### config.mk
export PLATFORM = sky130hd
export DESIGN_NAME = vga_timing_gen
export DESIGN_NICKNAME = d
export VERILOG_FILES = /design/src/rtl/vga_timing_pkg.sv /design/src/rtl/vga_axis_counter.sv /design/src/rtl/vga_timing_gen.sv
export SDC_FILE = /design/constraint.sdc
export NUM_CORES = 1
export LEC_CHECK = 0
export ABC_CLOCK_PERIOD_IN_PS = 2900
export CAP_MARGIN = 0
export CORE_MARGIN = 1.5
export CORE_UTILIZATION = 45
export CTS_BUF_LIST = sky130_fd_sc_hd__clkbuf_16
export CTS_CLUSTER_SIZE = 30
export DETAILED_ROUTE_END_ITERATION = 12
export DONT_BUFFER_PORTS = 1
export SETUP_SLACK_MARGIN = 0.5
export SKIP_CTS_REPAIR_TIMING = 1
export SLEW_MARGIN = 20
export SYNTH_ARGS = -nofsm -noshare
export SYNTH_HDL_FRONTEND = slang
export SYNTH_SLANG_ARGS = --single-unit
### constraint.sdc
create_clock -name vga_clk -period 2.9 [get_ports vga_clk]
set_input_delay 0.29 -clock vga_clk [delete_from_list [all_inputs] [get_ports vga_clk]]
set_output_delay 0.29 -clock vga_clk [all_outputs]
set_load 0.02 [all_outputs]
### src/rtl/vga_timing_pkg.sv
// vga_timing_pkg: shared constants and types for the VGA raster timing block.
//   - Default 640x480@60 timing constants (horizontal in clocks, vertical in lines)
//   - vga_pos_t: packed pixel position (x, y), 10 bits each
//   - axis_total(): sum of visible + porches + sync for one axis
package vga_timing_pkg;

    localparam int unsigned H_VISIBLE_DEF = 640;
    localparam int unsigned H_FP_DEF      = 16;
    localparam int unsigned H_SYNC_DEF    = 96;
    localparam int unsigned H_BP_DEF      = 48;

    localparam int unsigned V_VISIBLE_DEF = 480;
    localparam int unsigned V_FP_DEF      = 10;
    localparam int unsigned V_SYNC_DEF    = 2;
    localparam int unsigned V_BP_DEF      = 33;

    // Counters are 10 bits wide, so no axis may exceed this many positions.
    localparam int unsigned MAX_TOTAL = 1024;

    typedef struct packed {
        logic [9:0] x;
        logic [9:0] y;
    } vga_pos_t;

    function automatic int unsigned axis_total(input int unsigned visible,
                                               input int unsigned fp,
                                               input int unsigned sync,
                                               input int unsigned bp);
        return visible + fp + sync + bp;
    endfunction

endpackage

### src/rtl/vga_axis_counter.sv
// vga_axis_counter: one raster axis (horizontal or vertical).
//   clk_i     pixel clock
//   rst_ni    asynchronous active-low reset
//   en_i      count enable (1 for horizontal, horizontal wrap for vertical)
//   count_o   current position, 0..Total-1
//   wrap_o    combinational: high on the cycle whose edge wraps the count to 0
//   active_o  registered: position is inside the visible region
//   sync_n_o  registered: active-low sync pulse
// Decodes are registered from the next-count value so they line up with count_o.
module vga_axis_counter
    import vga_timing_pkg::*;
#(
    parameter int unsigned Visible    = H_VISIBLE_DEF,
    parameter int unsigned FrontPorch = H_FP_DEF,
    parameter int unsigned SyncWidth  = H_SYNC_DEF,
    parameter int unsigned BackPorch  = H_BP_DEF
) (
    input  logic       clk_i,
    input  logic       rst_ni,
    input  logic       en_i,
    output logic [9:0] count_o,
    output logic       wrap_o,
    output logic       active_o,
    output logic       sync_n_o
);

    localparam int unsigned Total = axis_total(Visible, FrontPorch, SyncWidth, BackPorch);

    if (Total > MAX_TOTAL) begin : g_total_too_large
        $error("vga_axis_counter: axis total %0d exceeds %0d", Total, MAX_TOTAL);
    end

    // 11-bit compares so a sync window ending exactly at 1024 still decodes.
    localparam logic [10:0] LastCount = 11'(Total - 1);
    localparam logic [10:0] VisEnd    = 11'(Visible);
    localparam logic [10:0] SyncStart = 11'(Visible + FrontPorch);
    localparam logic [10:0] SyncEnd   = 11'(Visible + FrontPorch + SyncWidth);

    logic [9:0]  count_d, count_q;
    logic        active_d, active_q;
    logic        sync_n_d, sync_n_q;
    logic [10:0] count_ext;

    always_comb begin
        wrap_o  = en_i && ({1'b0, count_q} == LastCount);
        count_d = count_q;
        if (en_i) begin
            count_d = wrap_o ? 10'd0 : count_q + 10'd1;
        end
        count_ext = {1'b0, count_d};
        active_d  = count_ext < VisEnd;
        sync_n_d  = !((count_ext >= SyncStart) && (count_ext < SyncEnd));
    end

    always_ff @(posedge clk_i or negedge rst_ni) begin
        if (!rst_ni) begin
            count_q  <= 10'd0;
            active_q <= 1'b0;
            sync_n_q <= 1'b1;
        end else begin
            count_q  <= count_d;
            active_q <= active_d;
            sync_n_q <= sync_n_d;
        end
    end

    assign count_o  = count_q;
    assign active_o = active_q;
    assign sync_n_o = sync_n_q;

endmodule

### src/rtl/vga_timing_gen.sv
// vga_timing_gen: VGA raster timing source.
//   vga_clk      pixel clock (rising edge)
//   reset_n      asynchronous active-low reset
//   hs, vs       active-low horizontal / vertical sync
//   blank        1 = visible pixel, 0 = blanking
//   DrawX/DrawY  current raster position
//   line_start   high while DrawX == 0 (not for the first line after reset)
//   frame_start  high while DrawX == 0 and DrawY == 0 (not for the first frame)
//   frame_count  completed frames, modulo 256
// Build option VGA_ALIGN_EN: hs, vs and blank get one extra register stage so they
// lag DrawX/DrawY by one clock (matches renderers with a one-cycle color pipeline).
module vga_timing_gen
    import vga_timing_pkg::*;
#(
    parameter int unsigned H_VISIBLE = H_VISIBLE_DEF,
    parameter int unsigned H_FP      = H_FP_DEF,
    parameter int unsigned H_SYNC    = H_SYNC_DEF,
    parameter int unsigned H_BP      = H_BP_DEF,
    parameter int unsigned V_VISIBLE = V_VISIBLE_DEF,
    parameter int unsigned V_FP      = V_FP_DEF,
    parameter int unsigned V_SYNC    = V_SYNC_DEF,
    parameter int unsigned V_BP      = V_BP_DEF
) (
    input  logic       vga_clk,
    input  logic       reset_n,
    output logic       hs,
    output logic       vs,
    output logic       blank,
    output logic [9:0] DrawX,
    output logic [9:0] DrawY,
    output logic       line_start,
    output logic       frame_start,
    output logic [7:0] frame_count
);

    logic [9:0] hc, vc;
    logic       h_wrap, v_wrap;
    logic       h_active, v_active;
    logic       h_sync_n, v_sync_n;
    vga_pos_t   pos;

    vga_axis_counter #(
        .Visible   (H_VISIBLE),
        .FrontPorch(H_FP),
        .SyncWidth (H_SYNC),
        .BackPorch (H_BP)
    ) u_h_axis (
        .clk_i   (vga_clk),
        .rst_ni  (reset_n),
        .en_i    (1'b1),
        .count_o (hc),
        .wrap_o  (h_wrap),
        .active_o(h_active),
        .sync_n_o(h_sync_n)
    );

    vga_axis_counter #(
        .Visible   (V_VISIBLE),
        .FrontPorch(V_FP),
        .SyncWidth (V_SYNC),
        .BackPorch (V_BP)
    ) u_v_axis (
        .clk_i   (vga_clk),
        .rst_ni  (reset_n),
        .en_i    (h_wrap),
        .count_o (vc),
        .wrap_o  (v_wrap),
        .active_o(v_active),
        .sync_n_o(v_sync_n)
    );

    logic       line_start_d, line_start_q;
    logic       frame_start_d, frame_start_q;
    logic [7:0] frame_count_d, frame_count_q;
    logic       hs_d, vs_d, blank_d;

    // The next count is 0 exactly when the axis wraps, so the wrap strobes are the
    // next-state of the position strobes. v_wrap is already qualified by h_wrap.
    always_comb begin
        line_start_d  = h_wrap;
        frame_start_d = v_wrap;
        frame_count_d = frame_count_q + (v_wrap ? 8'd1 : 8'd0);
        hs_d          = h_sync_n;
        vs_d          = v_sync_n;
        blank_d       = h_active && v_active;
        pos.x         = hc;
        pos.y         = vc;
    end

    always_ff @(posedge vga_clk or negedge reset_n) begin
        if (!reset_n) begin
            line_start_q  <= 1'b0;
            frame_start_q <= 1'b0;
            frame_count_q <= 8'd0;
        end else begin
            line_start_q  <= line_start_d;
            frame_start_q <= frame_start_d;
            frame_count_q <= frame_count_d;
        end
    end

`ifdef VGA_ALIGN_EN
    logic hs_q, vs_q, blank_q;

    always_ff @(posedge vga_clk or negedge reset_n) begin
        if (!reset_n) begin
            hs_q    <= 1'b1;
            vs_q    <= 1'b1;
            blank_q <= 1'b0;
        end else begin
            hs_q    <= hs_d;
            vs_q    <= vs_d;
            blank_q <= blank_d;
        end
    end

    assign hs    = hs_q;
    assign vs    = vs_q;
    assign blank = blank_q;
`else
    assign hs    = hs_d;
    assign vs    = vs_d;
    assign blank = blank_d;
`endif

    assign DrawX       = pos.x;
    assign DrawY       = pos.y;
    assign line_start  = line_start_q;
    assign frame_start = frame_start_q;
    assign frame_count = frame_count_q;

endmodule

# == Yosys cells after proc, flatten, opt, wreduce, memory -nomap -nowiden ==
# Index checks and enable logic that the tools add are counted.
# W data, S select, Z words.
# word_totals
out_inout_bits,33
elab_cells,30
regBits,34
inputBits,2
# op_classes
reduce_logical,6
n_lt_le_gt_ge,6
muxes,4
n_addsub,3
eq_ne,2
# ops
operator,n
$mux W10,3
$add A10 B1 Y10 const B,2
$eq A10 B10 Y1 const B,2
$lt A10 B10 Y1 const B,2
$lt A10 B9 Y1 const B,2
$ge A10 B10 Y1 const B,1
$ge A10 B9 Y1 const B,1
$add A8 B1 Y8,1
$logic_and A1 B1 Y1,4
$logic_not A1 Y1,2
$mux W1,1

# == Longest topological paths before layout ==
# logic_depth
word_depth,7
mapped_depth,11
depth_no_buf,10

# == By module ==
# A second synthesis with hierarchy kept.
# hier_totals
cells_unflattened,163
area_unflattened_um2,1729.2
# by_module_without_submodules
module,area_per_inst_um2,n_inst,cells_per_inst,seq_area_each_um2
vga_axis_counter at u_v_axis,713.2,1,73,301.5
vga_axis_counter at u_h_axis,630.6,1,62,301.5
vga_timing_gen,385.4,1,28,250.2

# == Worst setup path after synthesis ==
# Ideal clock, no wire load.
# synth_path
path_kind,register -> register
start,reg u_h_axis.count_q[0] (netlist: u_h_axis.count_o[0])
end,reg frame_count_q[6] (netlist: frame_count[6])
setup_slack_ps,568
synth_period_minus_slack_ps,2332
n_path_buf,2
setup_time_ps,129
stages_incl_launch_ff,12
arrival_time_ps,2202
t_required_ps,2771
cell_sequence,dfrtp_1 > ha_1 > and4_1 > buf_6 > nand3_4 > buf_6 > nor2_1 > ha_1 > ha_1 > and3_1 > nand3_1 > xnor2_1
# synth_between
elab_chain_len,4
# synth_rtl
element,line,text
start: declaration,vga_axis_counter.sv:39,"logic [9:0] count_d, count_q;"
start signal: assignment,vga_axis_counter.sv:61,count_q <= count_d;
$eq A10 B10 Y1,vga_axis_counter.sv:45,"wrap_o = en_i && ({1'b0, count_q} == LastCount);"
$logic_and A1 B1 Y1,vga_axis_counter.sv:45,
net frame_start_d,vga_timing_gen.sv:73,"logic frame_start_d, frame_start_q;"
$mux W1,vga_timing_gen.sv:82,frame_count_d = frame_count_q + (v_wrap ? 8'd1 : 8'd0);
$add A8 B1 Y8,vga_timing_gen.sv:82,
net frame_count_d[6],vga_timing_gen.sv:74,"logic [7:0] frame_count_d, frame_count_q;"
end signal: assignment,vga_timing_gen.sv:98,frame_count_q <= frame_count_d;
end: declaration,vga_timing_gen.sv:74,
# The timed path passes the listed nets, and every way through them passes these cells.

# == Final worst setup path ==
# layout_path
start,reg u_h_axis.count_q[0] (netlist: u_h_axis.count_o[0])
end,reg u_h_axis.sync_n_q (netlist: u_h_axis.sync_n_o)
# layout_between
elab_chain_len,5
elab_cells_between_ends,7
cone_classes,1 x add/sub; 2 x order compare; 1 x eq/ne; 1 x mux; 2 x reduce/logical
# layout_rtl
element,line,text
$eq A10 B10 Y1 *,vga_axis_counter.sv:45,
net h_wrap,vga_timing_gen.sv:37,"logic h_wrap, v_wrap;"
$mux W10 *,vga_axis_counter.sv:48,count_d = wrap_o ? 10'd0 : count_q + 10'd1;
net u_h_axis.count_d[5],vga_axis_counter.sv:39,
$ge A10 B10 Y1 or $lt A10 B10 Y1 (tied branches),vga_axis_counter.sv:52,sync_n_d = !((count_ext >= SyncStart) && (count_ext < SyncEnd));
$logic_and A1 B1 Y1 *,vga_axis_counter.sv:52,
$logic_not A1 Y1 *,vga_axis_counter.sv:52,
net u_h_axis.sync_n_d,vga_axis_counter.sv:41,"logic sync_n_d, sync_n_q;"
end signal: assignment,vga_axis_counter.sv:63,sync_n_q <= sync_n_d;
end: declaration,vga_axis_counter.sv:41,
# The timed path passes the listed nets; every way through them passes the cells marked *.

==> flow_summary.toml <==
[critical_path]
cp_max_fo = 11
slowest_delay_ps = 390
start_kind = "flip-flop"
r2r_slack_ps = 650
cp_data_arrival_time_ps = 2440
worstSetupPathType = "reg2reg"
required_ps = 3100
reg2reg_depth = 7
slowest_stage = "or3b_1"
worst_setup_path_end_kind = "flip-flop"
worstPathCellList = "ha_1, and4_2, nand3_4, clkinv_1, a21oi_1, o32ai_1, or3b_1"
reg2reg_to = "u_h_axis.sync_n_o"
r2r_start = "u_h_axis.count_o[0]"
crit_start = "u_h_axis.count_o[0]"

[power_and_ir_drop]
p_int_w = 0.000791
power_density_mw_per_mm2 = 514
power.share.clock_pct = 50.8
sw_frac_of_total_pct = 20.2
finalPower_w = 0.000992
ir_drop_mv = 0.285
p_sw_w = 0.000200
pwr-share-comb_pct = 1.3
p_seq_share_pct = 47.9
cellLeakagePower_nw = 0.800

[flow_run]
cap_viol_max_count = 0

[sta]
hold_ws_ps = 488
max_freq_ghz = 0.445
worstMarginPinSlew_ps = 490
skew_ps = 4.35
setup_tns_ps = 0
drv_slew = 0
setup_violations = 0
relSlewSlack_pct = 67.4
rsz0062_at_grt = "false"
period_share_pct = 77.5
hold_violations = 0
min_period_ps = 2250

[synthesis]
yosysUniqueCellTypes = 42
synth_common_cells = "32 x dfrtp_1, 20 x nand2_1, 10 x nor2_1, 10 x xnor2_1, 9 x nand3_1"
yosys-top-cells-area = "dfrtp_1 48%, xnor2_1 5.2%, nand2_1 4.5%"
yosysSeqAreaShare_pct = 50.7
synth_top_area_share_pct = 47.5
synthCells = 159
synthFlopType = "dfrtp_1"
synth.cell_area_mm2 = 0.00168
synth_top_area_cell = "dfrtp_1"
synth_edf_count = 0
ys_async_sr_fraction_pct = 100
syn_nets = 166
synth_warnings = 0
synth_seq_cells = 34
syn_area_per_cell_um2 = 10.6
synth.most_common_cell = "dfrtp_1"

[route]
drt_iter0_markers = 65
drt_wl_total_um = 3480
wl_per_cell_um = 16.2
drc = 0
antenna_left = 0
vias = 1213
via_per_inst = 5.64
first_pass_iters = 4

[min_path]
hold_path.class = "in2async"

[clocking]
htree_num_levels = 2
insertion_delay_ps = 280
path_clk_slew_ps = 50
cts_root_buffer = "clkbuf_16"
cts_buffers = 5
cts_tree = "built"
cts_buffer_depth = 2
cts_sinks = 34

[global_route]
track_usage_pct = 18.7
grt_pass1_wl_um = 5690
antenna_found_initial = 0
overflow = 0
grt_pass1_vias = 1196
grt_max_degree = 35

[die]
dieArea_mm2 = 0.00412
start_util_pct = 46.3
dieHeight_um = 64.2
die_w_um = 64.2
core_mm2 = 0.00363
pin_count = 35
fp-row-count = 22

[finish]
diodes = 0
layout-area-overhead-vs-synth_pct = 14.6
final_util_pct = 53.1
layout-drive-gt1-share_pct = 15.6
nNetsFinal = 173

[placed_design]
routabilityCongestion = 0.818
port_buffers = 0
dp_hpwl_um = 2470

[run_status]
outcome = "finished clean"
==> routing by layer <==
layer / GRT usage, % / vias up / wire [um] / part of all wire [%]
met3: 7.57 / 2 / 208 / 6.0
met2: 30.1 / 41 / 1670 / 48
met1: 22.1 / 586 / 1570 / 45
met5: 0 / - / 0 / 0
met4: 7.98 / 0 / 30 / 0.86
li1: - / 584 / - / -
==> power by group through the flow <==
| stage | registers (W) | logic, W | clock network (W) |
|---|---|---|---|
| 2_1_floorplan | 0.000483 | 0.000000000280 | 0 |
| 3_3_place_gp | 0.000483 | 0.000000000274 | 0 |
| 3_5_place_dp | 0.000483 | 0.000000000274 | 0 |
| 4_1_cts | 0.000475 | 0.000000000274 | 0.000516 |
| 5_1_grt | 0.000475 | 0.0000155 | 0.000541 |
| 6_report | 0.000475 | 0.0000132 | 0.000503 |
==> critical path, delay by kind of cell, from the launching register on <==
kind / cells / cell delay, ps
and+or+nand+nor: 3 / 840
adders and majority gates: 1 / 260
DFF: 1 / 380
buffers and inverters: 1 / 280
AOI/OAI and AO/OA: 2 / 400
==> registers in the layout, summed over array words and instances (netlist names) <==
signal	flops
u_h_axis.active_o	1
line_start	1
frame_start	1
u_v_axis.sync_n_o	1
u_v_axis.count_o	10
u_v_axis.active_o	1
frame_count	8
u_h_axis.count_o	10
u_h_axis.sync_n_o	1
==> area by class of cell <==
type | instances | area, um2
Sequential cell | 34 | 857
Tap cell | 48 | 60.1
Timing Repair Buffer | 5 | 52.6
Fill cell | 339 | 1700
Clock buffer | 5 | 125
Inverter | 5 | 18.8
Multi-Input combinational cell | 115 | 800
Clock inverter | 3 | 16.3
==> worst max-delay path by stage <==
stage                              endpoint  slack [ps]  cells after the start
after floorplan              frame_count[6]         570                     11
after global routing         frame_count[6]         520                     10
after global placement       frame_count[6]         540                     10
after detailed placement     frame_count[6]         490                     10
final                     u_h_axis.sync_n_o         650                      7
after CTS                    frame_count[6]         480                     10
==> cell usage in the layout, fill, tap and decap left out, types with 2 or more instances in the layout <==
cell	instances
dfrtp_1	29
nand2_1	20
xnor2_1	10
nand3_1	9
nor2_1	9
o21ai_0	7
nand4_1	6
xor2_1	5
a21oi_1	5
clkbuf_16	5
inv_1	4
mux2i_1	4
ha_1	4
and4_1	3
buf_4	3
dfrtp_2	3
or3_1	2
nor2b_1	2
clkinv_1	2
and3_1	2
and2_1	2
o21bai_1	2
dfstp_2	2
==> cells by family (layout without fill, tap and decap cells) <==
group	Yosys count	count (layout)	share of synthesized area, %
mux	4	4	2.38
buf+inv	10	18	3.12
xor+xnor	15	15	7.80
flops	34	34	50.7
compound gates	22	22	8.54
fa+ha+maj	5	5	3.71
simple gates	69	69	23.8
==> per-stage QoR <==
step / cell area [um2] / setup WS (ps) / std cells
after floorplan: 1680 / 568 / 159
after global placement: 1730 / 538 / 204
after detailed placement: 1730 / 492 / 204
after CTS: 1870 / 482 / 212
after global routing: 1930 / 521 / 215
final: 1930 / 653 / 215
No activity file was read; power rests on OpenSTA's default activity.
